<file path="src/rtl/rng_pkg.sv">
// Shared types and LFSR tap table for the multi-channel stimulus bank.
// Tap masks are for the right-shifting Galois form: tap n of the table lands on bit n-1.
package rng_pkg;

  typedef enum logic [1:0] {
    RUN   = 2'd0,
    HOLD  = 2'd1,
    STEP  = 2'd2,
    BURST = 2'd3
  } rng_mode_e;

  typedef enum logic {
    BURST_IDLE   = 1'b0,
    BURST_ACTIVE = 1'b1
  } burst_state_e;

  localparam int BURST_CNT_W = 16;

  function automatic logic [63:0] tap_bit(int n);
    return 64'd1 << (n - 1);
  endfunction

  // Maximal-length tap sets, XAPP052 table.
  function automatic logic [63:0] lfsr_taps(int width);
    logic [63:0] m;
    m = '0;
    case (width)
      4:  m = tap_bit(4)  | tap_bit(3);
      5:  m = tap_bit(5)  | tap_bit(3);
      6:  m = tap_bit(6)  | tap_bit(5);
      7:  m = tap_bit(7)  | tap_bit(6);
      8:  m = tap_bit(8)  | tap_bit(6)  | tap_bit(5)  | tap_bit(4);
      9:  m = tap_bit(9)  | tap_bit(5);
      10: m = tap_bit(10) | tap_bit(7);
      11: m = tap_bit(11) | tap_bit(9);
      12: m = tap_bit(12) | tap_bit(6)  | tap_bit(4)  | tap_bit(1);
      13: m = tap_bit(13) | tap_bit(4)  | tap_bit(3)  | tap_bit(1);
      14: m = tap_bit(14) | tap_bit(5)  | tap_bit(3)  | tap_bit(1);
      15: m = tap_bit(15) | tap_bit(14);
      16: m = tap_bit(16) | tap_bit(15) | tap_bit(13) | tap_bit(4);
      17: m = tap_bit(17) | tap_bit(14);
      18: m = tap_bit(18) | tap_bit(11);
      19: m = tap_bit(19) | tap_bit(6)  | tap_bit(2)  | tap_bit(1);
      20: m = tap_bit(20) | tap_bit(17);
      21: m = tap_bit(21) | tap_bit(19);
      22: m = tap_bit(22) | tap_bit(21);
      23: m = tap_bit(23) | tap_bit(18);
      24: m = tap_bit(24) | tap_bit(23) | tap_bit(22) | tap_bit(17);
      25: m = tap_bit(25) | tap_bit(22);
      26: m = tap_bit(26) | tap_bit(6)  | tap_bit(2)  | tap_bit(1);
      27: m = tap_bit(27) | tap_bit(5)  | tap_bit(2)  | tap_bit(1);
      28: m = tap_bit(28) | tap_bit(25);
      29: m = tap_bit(29) | tap_bit(27);
      30: m = tap_bit(30) | tap_bit(6)  | tap_bit(4)  | tap_bit(1);
      31: m = tap_bit(31) | tap_bit(28);
      32: m = tap_bit(32) | tap_bit(22) | tap_bit(2)  | tap_bit(1);
      33: m = tap_bit(33) | tap_bit(20);
      34: m = tap_bit(34) | tap_bit(27) | tap_bit(2)  | tap_bit(1);
      35: m = tap_bit(35) | tap_bit(33);
      36: m = tap_bit(36) | tap_bit(25);
      37: m = tap_bit(37) | tap_bit(5)  | tap_bit(4)  | tap_bit(3) | tap_bit(2) | tap_bit(1);
      38: m = tap_bit(38) | tap_bit(6)  | tap_bit(5)  | tap_bit(1);
      39: m = tap_bit(39) | tap_bit(35);
      40: m = tap_bit(40) | tap_bit(38) | tap_bit(21) | tap_bit(19);
      41: m = tap_bit(41) | tap_bit(38);
      42: m = tap_bit(42) | tap_bit(41) | tap_bit(20) | tap_bit(19);
      43: m = tap_bit(43) | tap_bit(42) | tap_bit(38) | tap_bit(37);
      44: m = tap_bit(44) | tap_bit(43) | tap_bit(18) | tap_bit(17);
      45: m = tap_bit(45) | tap_bit(44) | tap_bit(42) | tap_bit(41);
      46: m = tap_bit(46) | tap_bit(45) | tap_bit(26) | tap_bit(25);
      47: m = tap_bit(47) | tap_bit(42);
      48: m = tap_bit(48) | tap_bit(47) | tap_bit(21) | tap_bit(20);
      49: m = tap_bit(49) | tap_bit(40);
      50: m = tap_bit(50) | tap_bit(49) | tap_bit(24) | tap_bit(23);
      51: m = tap_bit(51) | tap_bit(50) | tap_bit(36) | tap_bit(35);
      52: m = tap_bit(52) | tap_bit(49);
      53: m = tap_bit(53) | tap_bit(52) | tap_bit(38) | tap_bit(37);
      54: m = tap_bit(54) | tap_bit(53) | tap_bit(18) | tap_bit(17);
      55: m = tap_bit(55) | tap_bit(31);
      56: m = tap_bit(56) | tap_bit(55) | tap_bit(35) | tap_bit(34);
      57: m = tap_bit(57) | tap_bit(50);
      58: m = tap_bit(58) | tap_bit(39);
      59: m = tap_bit(59) | tap_bit(58) | tap_bit(38) | tap_bit(37);
      60: m = tap_bit(60) | tap_bit(59);
      61: m = tap_bit(61) | tap_bit(60) | tap_bit(46) | tap_bit(45);
      62: m = tap_bit(62) | tap_bit(61) | tap_bit(6)  | tap_bit(5);
      63: m = tap_bit(63) | tap_bit(62);
      64: m = tap_bit(64) | tap_bit(63) | tap_bit(61) | tap_bit(60);
      default: m = '0;
    endcase
    return m;
  endfunction

endpackage

</file>
<file path="src/rtl/rng_stimulus_bank_if.sv">
// Control and data bundle of the stimulus bank; master drives controls, slave is the bank.
interface rng_stimulus_bank_if
  import rng_pkg::*;
#(
  parameter int NUM_CH = 8,
  parameter int WIDTH  = 32
);
  localparam int SEL_W = (NUM_CH > 1) ? $clog2(NUM_CH) : 1;

  rng_mode_e                mode;
  logic                     step;
  logic [NUM_CH-1:0]        ch_enable;
  logic                     seed_load;
  logic [SEL_W-1:0]         seed_ch;
  logic [WIDTH-1:0]         seed_value;
  logic [NUM_CH*WIDTH-1:0]  random_bus;
  logic                     valid;
  logic                     burst_busy;
  logic                     seed_zero_fix;

  modport master (
    output mode, step, ch_enable, seed_load, seed_ch, seed_value,
    input  random_bus, valid, burst_busy, seed_zero_fix
  );

  modport slave (
    input  mode, step, ch_enable, seed_load, seed_ch, seed_value,
    output random_bus, valid, burst_busy, seed_zero_fix
  );
endinterface

</file>
<file path="src/rtl/rng_lfsr_channel.sv">
// One Galois LFSR lane: reseedable, zero state never allowed in, load beats advance.
module rng_lfsr_channel
  import rng_pkg::*;
#(
  parameter int          WIDTH = 32,
  parameter logic [63:0] SEED  = 64'd3
) (
  input  logic             clk,
  input  logic             reset,
  input  logic             adv,
  input  logic             load,
  input  logic [WIDTH-1:0] load_value,
  output logic [WIDTH-1:0] state,
  output logic             zero_fix
);
  localparam logic [WIDTH-1:0] TAPS        = WIDTH'(lfsr_taps(WIDTH));
  localparam logic [WIDTH-1:0] SEED_TRUNC  = SEED[WIDTH-1:0];
  localparam logic [WIDTH-1:0] RESET_STATE = (SEED_TRUNC == '0) ? WIDTH'(1) : SEED_TRUNC;

  logic [WIDTH-1:0] next_state;

  assign next_state = {1'b0, state[WIDTH-1:1]} ^ (state[0] ? TAPS : '0);

  always_ff @(posedge clk) begin
    if (reset) begin
      state    <= RESET_STATE;
      zero_fix <= 1'b0;
    end else begin
      zero_fix <= 1'b0;
      if (load) begin
        if (load_value == '0) begin
          state    <= WIDTH'(1);
          zero_fix <= 1'b1;
        end else begin
          state <= load_value;
        end
      end else if (adv) begin
        state <= next_state;
      end
    end
  end

endmodule

</file>
<file path="src/rtl/rng_stimulus_bank.sv">
// Multi-channel LFSR stimulus source with run/hold/step/burst advance control.
//
//   state        | meaning
//   BURST_IDLE   | no burst running; step in BURST mode starts one
//   BURST_ACTIVE | burst running; one advance per cycle until the counter expires
module rng_stimulus_bank
  import rng_pkg::*;
#(
  parameter int NUM_CH    = 8,
  parameter int WIDTH     = 32,
  parameter int SEED_BASE = 3,
  parameter int SEED_STEP = 2,
  parameter int BURST_LEN = 16
) (
  input  logic                 clk,
  input  logic                 reset,
  rng_stimulus_bank_if.slave   bus
);
  localparam logic [BURST_CNT_W-1:0] BURST_LOAD = BURST_CNT_W'(BURST_LEN);

  burst_state_e              state_q, state_d;
  logic [BURST_CNT_W-1:0]    cnt_q, cnt_d;
  logic                      adv;
  logic                      valid_q;
  logic [NUM_CH-1:0]         load_vec;
  logic [NUM_CH-1:0]         zero_fix_vec;
  logic [NUM_CH*WIDTH-1:0]   bus_flat;

  always_comb begin
    adv = 1'b0;
    case (bus.mode)
      RUN:     adv = 1'b1;
      HOLD:    adv = 1'b0;
      STEP:    adv = bus.step;
      BURST:   adv = (state_q == BURST_ACTIVE);
      default: adv = 1'b0;
    endcase
  end

  always_ff @(posedge clk) begin
    if (reset) begin
      state_q <= BURST_IDLE;
      cnt_q   <= '0;
    end else begin
      state_q <= state_d;
      cnt_q   <= cnt_d;
    end
  end

  // Leaving BURST mode aborts immediately; step while active is ignored.
  always_comb begin
    state_d = state_q;
    cnt_d   = cnt_q;
    case (state_q)
      BURST_IDLE: begin
        if (bus.mode == BURST && bus.step) begin
          state_d = BURST_ACTIVE;
          cnt_d   = BURST_LOAD;
        end
      end
      BURST_ACTIVE: begin
        if (bus.mode != BURST) begin
          state_d = BURST_IDLE;
          cnt_d   = '0;
        end else begin
          cnt_d = cnt_q - 1'b1;
          if (cnt_q == BURST_CNT_W'(1)) state_d = BURST_IDLE;
        end
      end
      default: begin
        state_d = BURST_IDLE;
        cnt_d   = '0;
      end
    endcase
  end

  // Out-of-range seed_ch matches no lane, so it never loads or strobes.
  for (genvar c = 0; c < NUM_CH; c++) begin : g_ch
    localparam logic [63:0] CH_SEED = 64'(SEED_BASE) + 64'(c) * 64'(SEED_STEP);

    assign load_vec[c] = bus.seed_load && (int'(bus.seed_ch) == c);

    rng_lfsr_channel #(
      .WIDTH (WIDTH),
      .SEED  (CH_SEED)
    ) u_ch (
      .clk        (clk),
      .reset      (reset),
      .adv        (adv && bus.ch_enable[c]),
      .load       (load_vec[c]),
      .load_value (bus.seed_value),
      .state      (bus_flat[c*WIDTH +: WIDTH]),
      .zero_fix   (zero_fix_vec[c])
    );
  end

  always_ff @(posedge clk) begin
    if (reset) valid_q <= 1'b0;
    else       valid_q <= (adv && (|bus.ch_enable)) || (|load_vec);
  end

  assign bus.random_bus    = bus_flat;
  assign bus.valid         = valid_q;
  assign bus.burst_busy    = (state_q == BURST_ACTIVE);
  assign bus.seed_zero_fix = |zero_fix_vec;

endmodule

</file>
<file path="src/flat_wrapper.sv">
// flat-port wrapper written by rule: the top's interface ports become plain ports
module rng_stimulus_bank_flat import rng_pkg::*;
#(
  parameter int NUM_CH    = 8,
  parameter int WIDTH     = 32,
  parameter int SEED_BASE = 3,
  parameter int SEED_STEP = 2,
  parameter int BURST_LEN = 16
)
  (clk, reset, bus_mode, bus_step, bus_ch_enable, bus_seed_load, bus_seed_ch, bus_seed_value, bus_random_bus, bus_valid, bus_burst_busy, bus_seed_zero_fix);
  rng_stimulus_bank_if #(.NUM_CH(NUM_CH), .WIDTH(WIDTH)) bus_i ();
  input  logic clk;
  input  logic reset;
  input wire logic [$bits(bus_i.mode)-1:0] bus_mode;
  input wire logic [$bits(bus_i.step)-1:0] bus_step;
  input wire logic [$bits(bus_i.ch_enable)-1:0] bus_ch_enable;
  input wire logic [$bits(bus_i.seed_load)-1:0] bus_seed_load;
  input wire logic [$bits(bus_i.seed_ch)-1:0] bus_seed_ch;
  input wire logic [$bits(bus_i.seed_value)-1:0] bus_seed_value;
  output wire logic [$bits(bus_i.random_bus)-1:0] bus_random_bus;
  output wire logic [$bits(bus_i.valid)-1:0] bus_valid;
  output wire logic [$bits(bus_i.burst_busy)-1:0] bus_burst_busy;
  output wire logic [$bits(bus_i.seed_zero_fix)-1:0] bus_seed_zero_fix;
  assign bus_i.mode = bus_mode;
  assign bus_i.step = bus_step;
  assign bus_i.ch_enable = bus_ch_enable;
  assign bus_i.seed_load = bus_seed_load;
  assign bus_i.seed_ch = bus_seed_ch;
  assign bus_i.seed_value = bus_seed_value;
  assign bus_random_bus = bus_i.random_bus;
  assign bus_valid = bus_i.valid;
  assign bus_burst_busy = bus_i.burst_busy;
  assign bus_seed_zero_fix = bus_i.seed_zero_fix;
  rng_stimulus_bank #(.NUM_CH(NUM_CH), .WIDTH(WIDTH), .SEED_BASE(SEED_BASE), .SEED_STEP(SEED_STEP), .BURST_LEN(BURST_LEN)) u_core (.clk(clk), .reset(reset), .bus(bus_i));
endmodule
</file>
<file path="config.mk">
export PLATFORM = sky130hd
export DESIGN_NAME = rng_stimulus_bank_flat
export DESIGN_NICKNAME = d
export VERILOG_FILES = /design/src/rtl/rng_pkg.sv /design/src/rtl/rng_stimulus_bank_if.sv /design/src/rtl/rng_lfsr_channel.sv /design/src/rtl/rng_stimulus_bank.sv /design/src/flat_wrapper.sv
export SDC_FILE = /design/constraint.sdc
export NUM_CORES = 1
export LEC_CHECK = 0
export CORE_UTILIZATION = 50
export DETAILED_ROUTE_END_ITERATION = 10
export GPL_ROUTABILITY_DRIVEN = 0
export PLACE_DENSITY_LB_ADDON = 0.2
export SYNTH_ARGS = -nofsm -noshare
export SYNTH_HDL_FRONTEND = slang
export SYNTH_SLANG_ARGS = --single-unit
export TNS_END_PERCENT = 50
</file>
<file path="constraint.sdc">
create_clock -name clk -period 2.14 [get_ports clk]
set_input_delay 0.214 -clock clk [delete_from_list [all_inputs] [get_ports clk]]
set_output_delay 0.214 -clock clk [all_outputs]
set_load 0.02 [all_outputs]
</file>
==> run_results.csv <==
group,metric,value,unit
status,outcome,"finished clean",
pwr,power.internal,9.26,mW
logic_synthesis,synth_top_area_share,44.6,%
worst_setup_path,worstPathMaxFanout,16,
pwr,seqPwrFrac,44.7,%
flow_run,maxCapViolations,0,
pwr,power_frac_clock,38.8,%
worst_setup_path,path_cells,"clkdlybuf4s50_1, nor4_1, nand4_1, buf_4, or2_2, a32oi_1",
routing,wirelength,48200,µm
worst_setup_path,worstPathArrival,2.57,ns
logic_synthesis,avgSynthCellArea,7.71,µm²
place,dp_hpwl,31300,µm
pwr,leakagePower,6.01,nW
global_route,grt_pass1_vias,12200,
floorplan,ios,308,
cells_and_area,drive_above_1_share,7.95,%
routing,ant_nets,0,
global_route,grt_pass1_wl,71400,µm
place,io_buffer_count,307,
cells_and_area,fillers,1975,
floorplan,core,24500,µm²
routing,wl_per_cell,21.5,µm
global_route,antenna_found_initial,2,
worst_setup_path,critical_path.max_stage_delay,0.72,ns
timing,fin_crit,2.10,ns
logic_synthesis,synthArstFlopShare,0,%
timing,slew_headroom,50.8,%
global_route,gr-usage-all-layers,35.8,%
clock_tree,cts_htree_levels,1,
floorplan,die_y,161,µm
logic_synthesis,synth_area,12600,µm²
global_route,grt_max_degree,117,
pwr,total_power,12.9,mW
clock_tree,cts_tree,"done",
clock_tree,clock_sinks,282,
min_path,min_path_type,"in2reg",
clock_tree,clk_latency,0.55,ns
routing,drc,0,
place,dp_slack,-0.475,ns
timing,rsz0062_at_grt,"false",
pwr,ir_drop,0.000437,V
cells_and_area,mostFrequentLayoutCells,"nand2_1 (482), clkdlybuf4s50_1 (305), dfxtp_1 (282)",
cells_and_area,area_delta_synth_final,37.0,%
floorplan,row_count,57,
logic_synthesis,yosysTopAreaCell,"dfxtp_1",
cells_and_area,final_util,70.6,%
cells_and_area,multi_input_area,6290,µm²
logic_synthesis,synthDistinctLibCells,47,
clock_tree,clockBufferDepth,3,
worst_setup_path,cp_data_required_time,2.61,ns
clock_tree,ctsHoldBuffers,0,
pwr,comb_power_share,16.5,%
timing,skew,0.0101,ns
pwr,switching_share,27.9,%
global_route,grt_overflow_total,0,
floorplan,die_x,161,µm
timing,max_freq,0.476,GHz
timing,worst_pin_slew,0.732,ns
logic_synthesis,synthTopCellsByArea,"dfxtp_1 (45%), a311oi_1 (16%), nand2_1 (14%), nor2_1 (8.0%), clkbuf_1 (3.5%)",
pwr,power_density,742,nW/µm²
logic_synthesis,synth_warnings,0,
timing,fin_hold_ws,0.0344,ns
logic_synthesis,synth_nets,1691,
cells_and_area,layout.nets,1946,
clock_tree,cts_buffers,29,
timing,finalSetupViolCount,0,
pwr,power_switching,3.59,mW
floorplan,initial_utilization,51.6,%
timing,fin_crit_sh,98.1,%
timing,maxSlewViolCount,0,
clock_tree,clockRootBuffer,"clkbuf_16",
logic_synthesis,synth-edff-count,0,
logic_synthesis,ys_ff_latch,282,
logic_synthesis,netlist_instances,1640,
worst_setup_path,critPathCaptureType,"flop",
floorplan,dieArea,25900,µm²
timing,finalHoldViolations,0,
cells_and_area,final_common_cell,"nand2_1",
routing,drtPass1Iterations,6,
worst_setup_path,worstSetupPathType,"in2reg",
routing,vias_per_cell,6.13,
routing,drtIter0Drc,1782,
logic_synthesis,synth_flop_cell,"dfxtp_1",
timing,setup_ws,0.0406,ns
worst_setup_path,critPathSlowestCell,"nor4_1",
routing,vias,13700,
worst_setup_path,cp-start-kind,"input pin",
logic_synthesis,yosysSeqAreaShare,44.6,%
clock_tree,clk_pin_slew_worst_paths,0.06,ns
cells_and_area,seq_area,5650,µm²
per-layer routing:
| layer | track usage [%] | wire length [µm] | part of all wire, % |
|---|---|---|---|
| met5 | 0 | 13 | 0.027 |
| met4 | 18.8 | 2590 | 5.4 |
| met3 | 8.47 | 5420 | 11 |
| met2 | 53.9 | 21000 | 44 |
| met1 | 47.5 | 19200 | 40 |
cells by family after synthesis:
| group | count (synthesis) | synth area share [%] |
|---|---|---|
| multiplexers | 8 | 0.702 |
| AO/OA/AOI/OAI | 294 | 19.6 |
| AND/OR/NAND/NOR | 853 | 27.2 |
| buffers and inverters | 176 | 5.94 |
| XOR/XNOR | 25 | 1.73 |
| adder cells (fa/ha/maj) | 2 | 0.198 |
| flip-flops | 282 | 44.6 |
worst paths after layout:
kind,from,end,slack [ns],cells past startpoint
setup reg to reg,u_core.cnt_q[8],u_core.bus.burst_busy,0.17,4
setup / recovery,bus_seed_value[2],u_core.g_ch[0].u_ch.state[0],0.04,6
hold reg to reg,u_core.cnt_q[11],u_core.cnt_q[11],0.46,1
hold / removal,reset,u_core.cnt_q[4],0.03,2
Yosys cell counts, types with 9 or more instances:
cell	n
nor4_1	15
clkbuf_1	117
nand2_1	485
nand3_1	18
a32oi_1	16
nand2b_1	9
nor3_1	15
xor2_1	25
o21ai_0	13
dfxtp_1	282
a311oi_1	225
a21oi_1	11
nand4_1	11
nor2_1	270
buf_4	11
buf_2	21
buf_1	21
registers in the layout, indices dropped and copies added, names as in the netlist:
name,count
u_core.g_ch.u_ch.state,256
u_core.cnt_q,16
u_core.g_ch.u_ch.zero_fix,8
u_core.bus.burst_busy,1
u_core.bus.valid,1
power groups by stage:
stage | combinational, mW | sequential (mW) | clock, mW
floorplan | 0.775 | 6.08 | 0
global placement | 2.05 | 5.84 | 0
detailed placement | 2.08 | 5.84 | 0
CTS | 2.09 | 5.73 | 5.01
global route | 2.22 | 5.77 | 5.22
finish | 2.12 | 5.74 | 4.99
per-stage QoR:
stage | setup TNS (ns) | cell area (µm²) | std cells
floorplan | 0 | 12600 | 1640
global placement | -16.01 | 16400 | 2188
detailed placement | -27.44 | 16400 | 2188
CTS | 0 | 17300 | 2237
global route | 0 | 17300 | 2237
finish | 0 | 17300 | 2238
worst max-delay path: cells and delay by family:
family,cells,cell delay [ns]
buf+inv,2,0.75
compound gates,1,0.24
simple gates,3,1.35
what timing repair did:
action                                  4_1_cts  5_1_grt
setup buffers                                 0        0
resized for setup                             0        3
endpoints found under the setup margin        0       16
cell type report:
class	count	share of cell area [%]
Antenna cell	1	0.0144
Multi-Input combinational cell	1182	36.3
Sequential cell	282	32.6
Inverter	3	0.0650
Timing Repair Buffer	397	23.4
Clock inverter	8	0.570
Clock buffer	41	4.74
Tap cell	324	2.34
No activity file was read; power rests on OpenSTA's default activity.
